### src/rtl/rll_key_loader.sv
// Bit-serial key loader: shifts in a KEY_W-bit key plus an 8-bit XOR checksum,
// commits verified keys atomically, and locks out after MAX_FAIL consecutive bad frames.
module rll_key_loader #(
  parameter int KEY_W    = 32,
  parameter int MAX_FAIL = 3
) (
  input  logic             clk,
  input  logic             rst_n,
  input  logic             s_valid,
  output logic             s_ready,
  input  logic             s_data,
  input  logic             s_last,
  output logic [KEY_W-1:0] key_out,
  output logic             key_valid,
  output logic             load_err,
  output logic             lockout,
  output logic             busy
);

  localparam int F  = KEY_W + 8;
  localparam int CW = $clog2(F + 1);
  localparam logic [CW-1:0] LAST_CNT = CW'(F - 1);
  localparam logic [3:0]    MAX_F    = 4'(MAX_FAIL);

  typedef enum logic [1:0] {IDLE, SHIFT, CHECK, LOCKED} state_t;

  state_t            state_q, state_d;
  logic [CW-1:0]     bit_cnt_q, bit_cnt_d;
  logic [3:0]        fail_cnt_q, fail_cnt_d;
  logic [KEY_W-1:0]  key_q, key_d;
  logic              key_valid_q, key_valid_d;
  logic              load_err_q, load_err_d;
  logic              rdy_en_q;
  logic [F-1:0]      sr_q, sr_d;
  logic              accept;
  logic              fail;
  logic [3:0]        fail_inc;

  function automatic logic [7:0] calc_cks(input logic [KEY_W-1:0] k);
    logic [7:0] c;
    c = 8'h00;
    for (int b = 0; b < KEY_W / 8; b++) c = c ^ k[b*8 +: 8];
    return c;
  endfunction

  // s_ready is held low while in reset and rises on the first edge after release.
  assign s_ready   = rdy_en_q && ((state_q == IDLE) || (state_q == SHIFT));
  assign busy      = (state_q == SHIFT) || (state_q == CHECK);
  assign lockout   = (state_q == LOCKED);
  assign key_out   = key_q;
  assign key_valid = key_valid_q;
  assign load_err  = load_err_q;
  assign accept    = s_valid && s_ready;

  always_comb begin
    state_d     = state_q;
    bit_cnt_d   = bit_cnt_q;
    fail_cnt_d  = fail_cnt_q;
    key_d       = key_q;
    key_valid_d = key_valid_q;
    load_err_d  = 1'b0;
    sr_d        = sr_q;
    fail        = 1'b0;
    fail_inc    = (fail_cnt_q == MAX_F) ? fail_cnt_q : fail_cnt_q + 4'd1;

    case (state_q)
      IDLE: begin
        if (accept) begin
          sr_d = {sr_q[F-2:0], s_data};
          if (s_last) begin
            fail = 1'b1;
          end else begin
            bit_cnt_d = CW'(1);
            state_d   = SHIFT;
          end
        end
      end
      SHIFT: begin
        if (accept) begin
          sr_d = {sr_q[F-2:0], s_data};
          if (bit_cnt_q == LAST_CNT) begin
            if (s_last) state_d = CHECK;
            else        fail    = 1'b1;
          end else if (s_last) begin
            fail = 1'b1;
          end else begin
            bit_cnt_d = bit_cnt_q + CW'(1);
          end
        end
      end
      CHECK: begin
        bit_cnt_d = '0;
        if (calc_cks(sr_q[F-1:8]) == sr_q[7:0]) begin
          key_d       = sr_q[F-1:8];
          key_valid_d = 1'b1;
          fail_cnt_d  = '0;
          state_d     = IDLE;
        end else begin
          fail = 1'b1;
        end
      end
      LOCKED: begin
        state_d = LOCKED;
      end
      default: state_d = IDLE;
    endcase

    // Any rejected frame is discarded; the committed key survives unless we lock out.
    if (fail) begin
      load_err_d = 1'b1;
      bit_cnt_d  = '0;
      fail_cnt_d = fail_inc;
      if (fail_inc == MAX_F) begin
        state_d     = LOCKED;
        key_d       = '0;
        key_valid_d = 1'b0;
      end else begin
        state_d = IDLE;
      end
    end
  end

  always_ff @(posedge clk or negedge rst_n) begin
    if (!rst_n) begin
      state_q     <= IDLE;
      bit_cnt_q   <= '0;
      fail_cnt_q  <= '0;
      key_q       <= '0;
      key_valid_q <= 1'b0;
      load_err_q  <= 1'b0;
      rdy_en_q    <= 1'b0;
    end else begin
      state_q     <= state_d;
      bit_cnt_q   <= bit_cnt_d;
      fail_cnt_q  <= fail_cnt_d;
      key_q       <= key_d;
      key_valid_q <= key_valid_d;
      load_err_q  <= load_err_d;
      rdy_en_q    <= 1'b1;
    end
  end

  always_ff @(posedge clk) begin
    sr_q <= sr_d;
  end

endmodule

### config.mk
export PLATFORM = sky130hd
export DESIGN_NAME = rll_key_loader
export DESIGN_NICKNAME = d
export VERILOG_FILES = /design/src/rtl/rll_key_loader.sv
export SDC_FILE = /design/constraint.sdc
export NUM_CORES = 1
export LEC_CHECK = 0
export CORE_ASPECT_RATIO = 2
export CORE_MARGIN = 3
export CORE_UTILIZATION = 26
export DETAILED_ROUTE_END_ITERATION = 8
export SLEW_MARGIN = 20
export SYNTH_ARGS = -nofsm -noshare
export SYNTH_HDL_FRONTEND = slang
export SYNTH_SLANG_ARGS = --single-unit
### constraint.sdc
create_clock -name clk -period 8.2 [get_ports clk]
set_clock_uncertainty 0.2 [all_clocks]
set_input_delay 0.82 -clock clk [delete_from_list [all_inputs] [get_ports clk]]
set_output_delay 0.82 -clock clk [all_outputs]
set_load 0.02 [all_outputs]
==> impl_metrics.csv, run 1 <==
group,metric,value,unit
finish,drive_above_1_share,0.0967,
finish,final_cell_mix,"dfrtp_1 (47), nor2_1 (42), clkdlybuf4s50_1 (40), edfxtp_1 (40), mux2i_1 (32)",
clocking,clkSinkCount,87,
finish,final_cell_area,0.00474,sq mm
setup_path,cp-startpoint,"state_q[1]",
logic_synthesis,synth_warnings,0,
timing,worst_pin_slew,1.03,ns
clocking,cts_tree,"done",
grt,grt_pass1_wl,12.8,mm
logic_synthesis,synth_nets,292,
placed_design,port-buffer-count,41,
logic_synthesis,synthTopCellsByArea,"edfxtp_1 (31%), dfrtp_1 (31%), mux2i_1 (8.4%)",
finish,area_delta_synth_final,23.9,%
grt,first_global_vias,2418,
pwr,ir_drop,0.0957,mV
timing,relSlewSlack,0.309,
routing,num_vias,2268,
setup_path,end_kind,"register",
setup_path,cp_max_fo,42,
timing,fmax,277,MHz
logic_synthesis,synth_flop_cell,"dfrtp_1",
placed_design,dpl-instance-area,0.00444,sq mm
timing,finalHoldViolations,0,
min_path,hold_path_class,"reg2reg",
setup_path,cp.arrival,3.62,ns
grt,grt_usage,0.101,
grt,grtUsageMet3,0.0238,
floorplan,ioPinCount,42,
setup_path,r2r_cells,11,
grt,use_met1,0.108,
pwr,cellLeakagePower,0.00214,uW
logic_synthesis,synth_async_sr_flop_share,0.540,
grt,antenna_found_initial,0,
routing,drtIter0Drc,109,
timing,rsz0062_at_grt,"false",
logic_synthesis,ys_ff_latch,87,
floorplan,fp.dieH,178,um
floorplan,core,0.0144,sq mm
logic_synthesis,syn_area_per_cell,13.7,sq um
clocking,numCtsBuffers,9,
finish,fillers,1459,
timing,whs,0.277,ns
clocking,postCtsHoldBufs,0,
logic_synthesis,ys_types,47,
timing,finalMaxSlewViolations,0,
min_path,whs_path_depth,0,
floorplan,die_w,91.8,um
setup_path,r2r_start,"state_q[1]",
logic_synthesis,synth_top_cell_area_share,0.314,
finish,antenna_cells,0,
placed_design,gp_congestion,0.806,
clocking,insertion_delay,0.33,ns
floorplan,dieArea,0.0163,sq mm
routing,via_per_inst,4.34,
setup_path,rrSetupSlack,4.59,ns
status,status,"complete, no violations",
routing,drc_errors,0,
routing,finalWirelength,7.90,mm
finish,final_common_cell,"dfrtp_1",
setup_path,required,8.21,ns
clocking,clkTransAtPathRegs,0.06,ns
grt,grt_max_degree,48,
timing,finalSetupViolations,0,
logic_synthesis,syn_inst,280,
clocking,cts-resized-gates,0,
clocking,cts_max_path_buffers,2,
routing,post_drt_wl_per_cell,15.1,um
clocking,cts_setup_buffers,0,
job,maxCapViolCount,0,
logic_synthesis,seq_area_frac_synth,0.621,
finish,finalNetCount,338,
setup_path,crit_type,"reg2reg",
min_path,min_from,"sr_q[1]",
timing,fin_crit_sh,0.440,
floorplan,row_count,62,
routing,ant_nets,0,
timing,fin_crit,3.61,ns
clocking,cts_root_buffer,"clkbuf_16",
timing,setup_tns,0,ns
clocking,htreeDepth,3,
grt,use_met2,0.190,
routing,first_pass_iters,5,
setup_path,cp-start-kind,"register",
floorplan,initial_utilization,0.265,
logic_synthesis,syn_area,0.00383,sq mm
logic_synthesis,synth-edff-count,40,
pwr,powerDensity,182,mW/mm^2
logic_synthesis,yosys.area.top_type,"edfxtp_1",
grt,grt_overflow_total,0,
grt,top_usage_layer,"met2",
placed_design,dp_hpwl,5.73,mm
## state kept, by name, summed over array words and instances (netlist names)
signal and count:
bit_cnt_q 6, fail_cnt_q 4, key_out 32, key_valid 1, load_err 1, rdy_en_q 1
sr_q 40, state_q 2
## kinds of logic (layout without fill, tap and decap cells)
group / count (synthesis) / after routing / share of synthesized area
AO/OA/AOI/OAI: 36 / 36 / 0.0628
XOR/XNOR: 24 / 24 / 0.0844
adder cells (fa/ha/maj): 7 / 7 / 0.0229
buffers and inverters: 18 / 69 / 0.0219
flip-flops: 87 / 87 / 0.621
multiplexers: 32 / 32 / 0.0837
other: 1 / 1 / 0.000980
AND/OR/NAND/NOR: 75 / 75 / 0.102
## critical path, stage by stage, from the launching register on
cell and delay (ns):
dfrtp_1 0.43, inv_1 0.14, ha_1 0.38, o21a_1 0.18, nand2_1 0.08, inv_1 0.06, buf_4 0.43, o21ai_2 0.17
o22ai_4 0.33, nor3b_4 0.61, buf_4 0.37, nor2_1 0.08
## cell type report
cell class | count | area, sq um | share of cell area
tap | 192 | 240 | 0.0507
sequential | 87 | 2380 | 0.501
inverter | 10 | 37.5 | 0.00792
multi-input combinational | 175 | 1370 | 0.288
timing repair buffer | 43 | 423 | 0.0892
clock inverter | 7 | 73.8 | 0.0156
clock buffer | 9 | 225 | 0.0475
## metrics by stage
| stage | setup slack, ns | power, uW | util | instances |
|---|---|---|---|---|
| global route | 4.24 | 895 | 0.329 | 523 |
| floorplan | 4.81 | 463 | - | 280 |
| finish | 4.59 | 862 | 0.329 | 523 |
| global placement | 4.49 | 469 | 0.308 | 507 |
| CTS | 4.50 | 875 | 0.328 | 523 |
| detailed placement | 4.35 | 470 | 0.308 | 507 |
## metal layers
layer / up-vias / wire length [um]
met4: 0 / 170
met5: - / 0
met3: 12 / 260
li1: 1089 / -
met1: 1127 / 3020
met2: 40 / 4440
## worst paths after layout
check	endpoint
worst max-delay path	key_out[26]
worst max register to register	key_out[26]
min in group asynchronous	bit_cnt_q[4]
max in group asynchronous	key_out[27]
worst min-delay path	sr_q[2]
worst min register to register	sr_q[2]
## Yosys cell counts, types with 2 or more instances
| cell | n |
|---|---|
| dfrtp_1 | 47 |
| nor2_1 | 42 |
| edfxtp_1 | 40 |
| mux2i_1 | 32 |
| a21oi_1 | 12 |
| inv_1 | 10 |
| o21ai_0 | 8 |
| xnor2_1 | 8 |
| xor2_1 | 8 |
| buf_2 | 7 |
| ha_1 | 7 |
| xnor3_1 | 6 |
| nand3_1 | 5 |
| nand2_1 | 4 |
| and2_1 | 3 |
| or3_1 | 3 |
| a31oi_1 | 2 |
| nor2b_1 | 2 |
| nor4_2 | 2 |
| o22a_1 | 2 |
| o22ai_1 | 2 |
| or3b_2 | 2 |
| xnor3_2 | 2 |
## where the power goes
part | switching (uW) | total, uW | internal, uW
registers | 0.0606 | 454 | 454
logic | 5.05 | 6.83 | 1.78
clock network | 165 | 401 | 236
total | 170 | 862 | 692
No activity file was read; power rests on OpenSTA's default activity.
==> inputs of run 2 (changes only) <==
==> constraint.sdc (replaced) <==
create_clock -name clk -period 3 [get_ports clk]
set_clock_uncertainty 0.2 [all_clocks]
set_input_delay 0.3 -clock clk [delete_from_list [all_inputs] [get_ports clk]]
set_output_delay 0.3 -clock clk [all_outputs]
set_load 0.02 [all_outputs]
==> run 2 against run 1 <==
  * Maximum frequency grew 29%
  * Core utilization grew 0.58 points
  * Sequential share of layout area shrank 0.87 points
  * Sequential cell count is the same
  * Critical path type unchanged
  * Clock-buffer cell count grew 1
  * Setup slack lost 4.4 ns
==> impl_metrics.csv, run 2 (same netlist as run 1, synthesis figures left out) <==
group,metric,value,unit
setup_path,cp-start-kind,"register",
floorplan,fp.dieH,178,um
grt,grt_pass1_wl,13.1,mm
min_path,hold_path_class,"in2async",
routing,ant_nets,0,
timing,finalHoldViolations,0,
clocking,cts_setup_buffers,0,
clocking,numCtsBuffers,9,
routing,via_per_inst,4.37,
clocking,clkTransAtPathRegs,0.07,ns
pwr,cellLeakagePower,0.00216,uW
finish,final_cell_mix,"dfrtp_1 (47), nor2_1 (42), clkdlybuf4s50_1 (40), edfxtp_1 (40), mux2i_1 (32)",
timing,fmax,358,MHz
routing,wl_met2,4.30,mm
routing,num_vias,2302,
setup_path,cp.arrival,2.86,ns
setup_path,crit_path_cell_trace,"xnor3_2, xnor2_1, nor4_2, and2_4, o22ai_4, nor3b_4, buf_4, nor2_1",
routing,drtIter0Drc,153,
finish,finalNetCount,342,
setup_path,end_kind,"register",
timing,setup_tns,0,ns
finish,largest-register,"sr_q",
pwr,power,2400,uW
clocking,cts_max_path_buffers,2,
floorplan,core,0.0144,sq mm
routing,first_pass_iters,4,
finish,final_cell_area,0.00483,sq mm
finish,fillers,1446,
status,status,"complete, no violations",
grt,grt_usage,0.103,
floorplan,row_count,62,
placed_design,port-buffer-count,41,
timing,finalMaxSlewViolations,0,
timing,fin_crit_sh,0.930,
floorplan,initial_utilization,0.265,
grt,first_global_vias,2468,
finish,final_core_util,0.334,
routing,post_drt_wl_per_cell,15.0,um
clocking,insertion_delay,0.34,ns
clocking,cts_root_buffer,"clkbuf_16",
finish,antenna_cells,0,
pwr,powerDensity,497,mW/mm^2
routing,met1_length,3.01,mm
routing,finalWirelength,7.91,mm
routing,met3_length,296,um
placed_design,gp_congestion,0.841,
clocking,clkSinkCount,87,
finish,drive_above_1_share,0.122,
grt,antenna_found_initial,0,
timing,relSlewSlack,0.631,
grt,grt_overflow_total,0,
finish,area_delta_synth_final,26.1,%
placed_design,dpl-instance-area,0.00451,sq mm
placed_design,dp_hpwl,5.69,mm
floorplan,die_w,91.8,um
pwr,ir_drop,0.357,mV
setup_path,crit_type,"reg2reg",
grt,grt_max_degree,41,
floorplan,dieArea,0.0163,sq mm
finish,final_common_cell,"dfrtp_1",
timing,whs,0.258,ns
timing,worst_pin_slew,0.548,ns
timing,finalSetupViolations,0,
timing,rsz0062_at_grt,"false",
finish,largest_reg_flops,40,
routing,top_layer,"met4",
setup_path,slowest_stage,"nor4_2",
setup_path,slowest_delay,0.54,ns
clocking,cts_tree,"done",
setup_path,cp_max_fo,33,
routing,drc_errors,0,
clocking,htreeDepth,3,
floorplan,ioPinCount,42,
setup_path,required,3.07,ns
timing,fin_crit,2.79,ns
job,maxCapViolCount,0,
run 2: cell count changes in the layout (fill, tap and decap cells not counted), sizes merged:
cell / delta
clkbuf: +1
clkinv: -5
inv: +2
clkinvlp: +2
dlygate4sd3: +1
buf: +3
run 2: layout make-up:
| class | instances | area (sq um) | area share |
|---|---|---|---|
| clock buffer | 10 | 229 | 0.0474 |
| clock inverter | 6 | 73.8 | 0.0153 |
| inverter | 10 | 41.3 | 0.00856 |
| multi-input combinational | 175 | 1400 | 0.290 |
| sequential | 87 | 2380 | 0.493 |
| tap | 192 | 240 | 0.0498 |
| timing repair buffer | 47 | 465 | 0.0964 |
run 2: worst paths after layout:
check	startpoint	to	slack, ns	cells after the start
hold / removal	rst_n	state_q[0]	0.26	2
hold reg to reg	sr_q[7]	sr_q[8]	0.28	0
setup reg to reg	sr_q[14]	key_out[29]	0.21	8
setup / recovery	sr_q[14]	key_out[29]	0.21	8
max in group asynchronous	rst_n	key_out[29]	1.59	3
min in group clk	sr_q[7]	sr_q[8]	0.28	0
run 2: what timing repair did:
item,4_1_cts,5_1_grt
hold buffers,1,0
hold endpoints to repair,20,0
resized for setup,0,0
run 2: worst max-delay path: cells and delay by family (launching register included):
kind / cells / cell delay (ns)
XOR/XNOR: 2 / 0.53
AO/OA/AOI/OAI: 1 / 0.12
buffers and inverters: 1 / 0.25
AND/OR/NAND/NOR: 4 / 1.16
flip-flops: 1 / 0.44
run 2: metrics by stage:
stage          std cells  setup slack, ns
2_1_floorplan        280          0.00357
5_1_grt              527           0.0362
3_5_place_dp         510            0.173
6_report             527            0.210
4_1_cts              527            0.155
3_3_place_gp         510            0.185
run 2: report_power, final:
group | switching (uW) | internal [uW] | total, uW
sequential | 0.295 | 1240 | 1240
combinational | 15.5 | 6.32 | 21.8
clock | 480 | 657 | 1140
total | 496 | 1900 | 2400
run 2: per-layer routing:
metal	vias up	global-route usage
met1	1155	0.111
li1	1093	-
met5	-	0
met3	15	0.0225
met2	39	0.185
met4	0	0.0583
==> RTL change 1: new RTL, config.mk and constraints of run 1 <==
Set the parameter `KEY_W` to 64 (it was 32).
--- a/src/rtl/rll_key_loader.sv
+++ b/src/rtl/rll_key_loader.sv
@@ -1,7 +1,7 @@
 // Bit-serial key loader: shifts in a KEY_W-bit key plus an 8-bit XOR checksum,
 // commits verified keys atomically, and locks out after MAX_FAIL consecutive bad frames.
 module rll_key_loader #(
-  parameter int KEY_W    = 32,
+  parameter int KEY_W    = 64,
   parameter int MAX_FAIL = 3
 ) (
   input  logic             clk,
Interface: changed (resized key_out); port bits go from 42 to 74. The function was not compared with the original's and may differ.
==> RTL change 1 against run 1 <==
- power rose by 81%
- via count grew 80%
- sequential cell count rose by 65
- sequential share of layout area increased by 2.0 points
- routed wire length grew 89%
- worst setup slack got worse by 0.57 ns
- final area grew 68%
- synthesized area rose by 67%
- highest routed layer unchanged
==> RTL change 1: results (changes against run 1) <==
metric	value	unit	change
layout-drive-gt1-share	7.57	%	-2.1 points
synth.area.mux_share	0.313	%	-8.1 points
grt_max_degree	81		+69%
path_max_fanout	74		+76%
synth-edff-count	72		+80%
met1_usage	12.1	%	+1.3 points
p_leak	2.99	nW	+39%
synth-compound-area-share	8.89	%	+2.6 points
cp_slowest_stage_delay	0.71	ns	+0.10 ns
layout.nets	620		+83%
arrival	4.26	ns	+0.64 ns
largest_reg_flops	72		+80%
status	finished, final reports clean		
clk_latency	0.42	ns	+0.09 ns
critPathSlowestCell	a211oi_4		
numCtsBuffers	17		+8
ys_types	42		-11%
drtIter0Drc	198		+82%
synthArstFlopShare	52.6	%	-1.4 points
yosysSeqAreaShare	65.2	%	+3.1 points
pre_cts_slack	3.55	ns	-0.800 ns
first_global_vias	4298		+78%
synth_common_cells	144 x nand2_1, 80 x dfrtp_1, 73 x a21oi_1		
synth_fp_nets	545		+87%
min_path_type	input port to asynchronous set/reset pin		
wl_per_cell	16.4	µm	+8.9%
yosys.area_share.xor_xnor	9.95	%	+1.5 points
grt_use_met2	22.6	%	+3.7 points
gp_congestion	0.792		-1.7%
wirelength_met1	5.36	mm	+77%
maxSlewHeadroom	38.5	%	+7.6 points
port_buffers	73		+78%
grt_usage	11.7	%	+1.5 points
firstDrtPassIters	4		-1
route.met2.wl	8.90	mm	+100%
vias	4087		+80%
place_hpwl	10.7	mm	+86%
placed_area	0.00739	mm²	+66%
wl_met3	452	µm	+74%
met3_usage	2.46	%	+0.088 points
ir_drop	0.132	mV	+38%
htreeDepth	4		+1
synthAdderAreaFrac	1.37	%	-0.92 points
synth_area_leaders	edfxtp_1 34%, dfrtp_1 31%, nand2_1 8.5%, a21oi_1 5.7%, xnor2_1 5.6%		
RTL change 1: cell count changes after synthesis, sizes merged, moves of 9 or more:
| cell | before | now |
|---|---|---|
| xnor2 | 8 | 41 |
| a21oi | 12 | 73 |
| nor2 | 42 | 16 |
| mux2i | 32 | 2 |
| clkbuf | 0 | 9 |
| dfrtp | 47 | 80 |
| nand2 | 5 | 144 |
| edfxtp | 40 | 72 |
RTL change 1: per-stage QoR:
stage	std cells	util, %
after global placement	875	30.8
after floorplan	533	-
after detailed placement	875	30.8
after global routing	908	33.2
after CTS	907	33.2
final	908	33.2
RTL change 1: power by group:
group          switching, mW  internal (mW)
registers           0.000130          0.793
logic                0.00810        0.00193
clock network          0.348          0.406
RTL change 1: path summary, 6_finish.rpt:
kind / startpoint / end / slack (ns) / cells after the start
max: state_q[1]$_DFFE_PN0P_ / key_out[18]$_DFF_PN0_ / 4.02 / 10
min: rst_n / key_out[24]$_DFF_PN0_ / 0.23 / 1
max reg2reg: state_q[1]$_DFFE_PN0P_ / key_out[18]$_DFF_PN0_ / 4.02 / 10
min reg2reg: sr_q[5]$_DFFE_PP_ / sr_q[6]$_DFFE_PP_ / 0.27 / 0
max in group asynchronous: rst_n / key_out[62]$_DFF_PN0_ / 7.06 / 1
min in group clk: sr_q[5]$_DFFE_PP_ / sr_q[6]$_DFFE_PP_ / 0.27 / 0
RTL change 1: cell type report:
type	instances	area (µm²)
multi-input combinational	354	2090
clock buffer	17	425
clock inverter	15	155
fill	2446	16000
sequential	152	4160
timing repair buffer	78	773
inverter	5	18.8
tap	287	359
RTL change 1: kinds of logic after synthesis:
group,count (synthesis)
flops,152
mux,2
fa+ha+maj,7
buf+inv,27
compound gates,100
simple gates,184
other cells,1
xor+xnor,60
==> RTL change 2: new RTL, config.mk and constraints of run 1 <==
Made on the original files. Remove the register `load_err_q`: a continuous assignment takes its place, so the output `load_err` follows one clock earlier.
--- a/src/rtl/rll_key_loader.sv
+++ b/src/rtl/rll_key_loader.sv
@@ -127,7 +127,6 @@
       fail_cnt_q  <= '0;
       key_q       <= '0;
       key_valid_q <= 1'b0;
-      load_err_q  <= 1'b0;
       rdy_en_q    <= 1'b0;
     end else begin
       state_q     <= state_d;
@@ -135,10 +134,11 @@
       fail_cnt_q  <= fail_cnt_d;
       key_q       <= key_d;
       key_valid_q <= key_valid_d;
-      load_err_q  <= load_err_d;
       rdy_en_q    <= 1'b1;
     end
   end
+
+  assign load_err_q = load_err_d;
 
   always_ff @(posedge clk) begin
     sr_q <= sr_d;
Formal check against the unedited RTL: not equivalent (a bounded check fails within 4 cycles, from zero or initial values and one cycle with rst_n low).
==> RTL change 2 against run 1 <==
- synthesized area down 0.65%
- sequential cell count down 1
- power down 2.3%
- routed wire length down 1.6%
- final area down 0.90%
- synthesized cell count down 0.36%
- via count down 0.44%
- worst setup slack worse by 0.64 ns
- core utilization up 0.42 points
- critical path type is now register to output pin
==> RTL change 2: results (changes against run 1) <==
metric	value	unit	change
status	finished, final reports clean		
wl_per_cell	15.0	µm	-0.81%
nFillCells	1421		-2.6%
swShare	20.1	%	+0.32 points
hold_path_end	sr_q[3]$_DFFE_PP_		
place_hpwl	5.44	mm	-5.0%
drtIter0Drc	159		+46%
synth.area.mux_share	8.43	%	+0.055 points
synth_common_cells	46 x dfrtp_1, 42 x nor2_1, 40 x edfxtp_1		
maxSlewHeadroom	33.7	%	+2.8 points
grt_usage	10.2	%	+0.12 points
cp_slowest_stage_delay	0.67	ns	+0.06 ns
placed_area	0.00441	mm²	-0.65%
r2r_end	state_q[0]$_DFFE_PN0P_		
powerSeq	0.449	mW	-1%
synth_fp_nets	291		-0.34%
gp_congestion	0.848		+5.2%
grt_pass1_wl	12.7	mm	-1.3%
ff2ff_setup_slack	4.90	ns	+0.31 ns
p_leak	2.12	nW	-1.0%
first_global_vias	2400		-0.74%
yosysSeqAreaShare	61.9	%	-0.25 points
layout-drive-gt1-share	9.09	%	-0.58 points
layout.nets	337		-0.30%
critPathSlowestCell	clkdlybuf4s50_1		
min_from	sr_q[2]$_DFFE_PP_		
fmax	236	MHz	-15%
synthAdderAreaFrac	2.30	%	+0.015 points
vias	2258		-0.44%
arrival	3.22	ns	-0.40 ns
yosys.area_share.xor_xnor	8.49	%	+0.056 points
synth-compound-area-share	6.32	%	+0.041 points
firstDrtPassIters	4		-1
grt_max_degree	47		-2.1%
-- RTL change 2: per-layer routing --
layer / GRT usage [%] / vias up / part of all wire, %
li1: - / 1081 / -
met3: 2.81 / 14 / 4.3
met2: 18.1 / 51 / 55
met1: 10.4 / 1112 / 38
met4: 6.61 / 0 / 3.4
met5: 0 / - / 0
-- RTL change 2: through the flow --
| stage | total power, mW | hold WS (ns) | std cells |
|---|---|---|---|
| floorplan | 0.458 | 0.247 | 279 |
| global placement | 0.464 | 0.260 | 503 |
| detailed placement | 0.465 | 0.262 | 503 |
| CTS | 0.860 | 0.287 | 519 |
| global route | 0.872 | 0.293 | 519 |
| finish | 0.842 | 0.281 | 519 |
-- RTL change 2: layout make-up --
class	count	area (µm²)	area share [%]
flip-flops and latches	86	2350	50.1
multi-input cells	175	1370	29.0
repair buffers	43	423	9.00
clock buffers	12	256	5.46
well taps	189	236	5.03
inverters	10	37.5	0.799
clock inverters	4	28.8	0.612
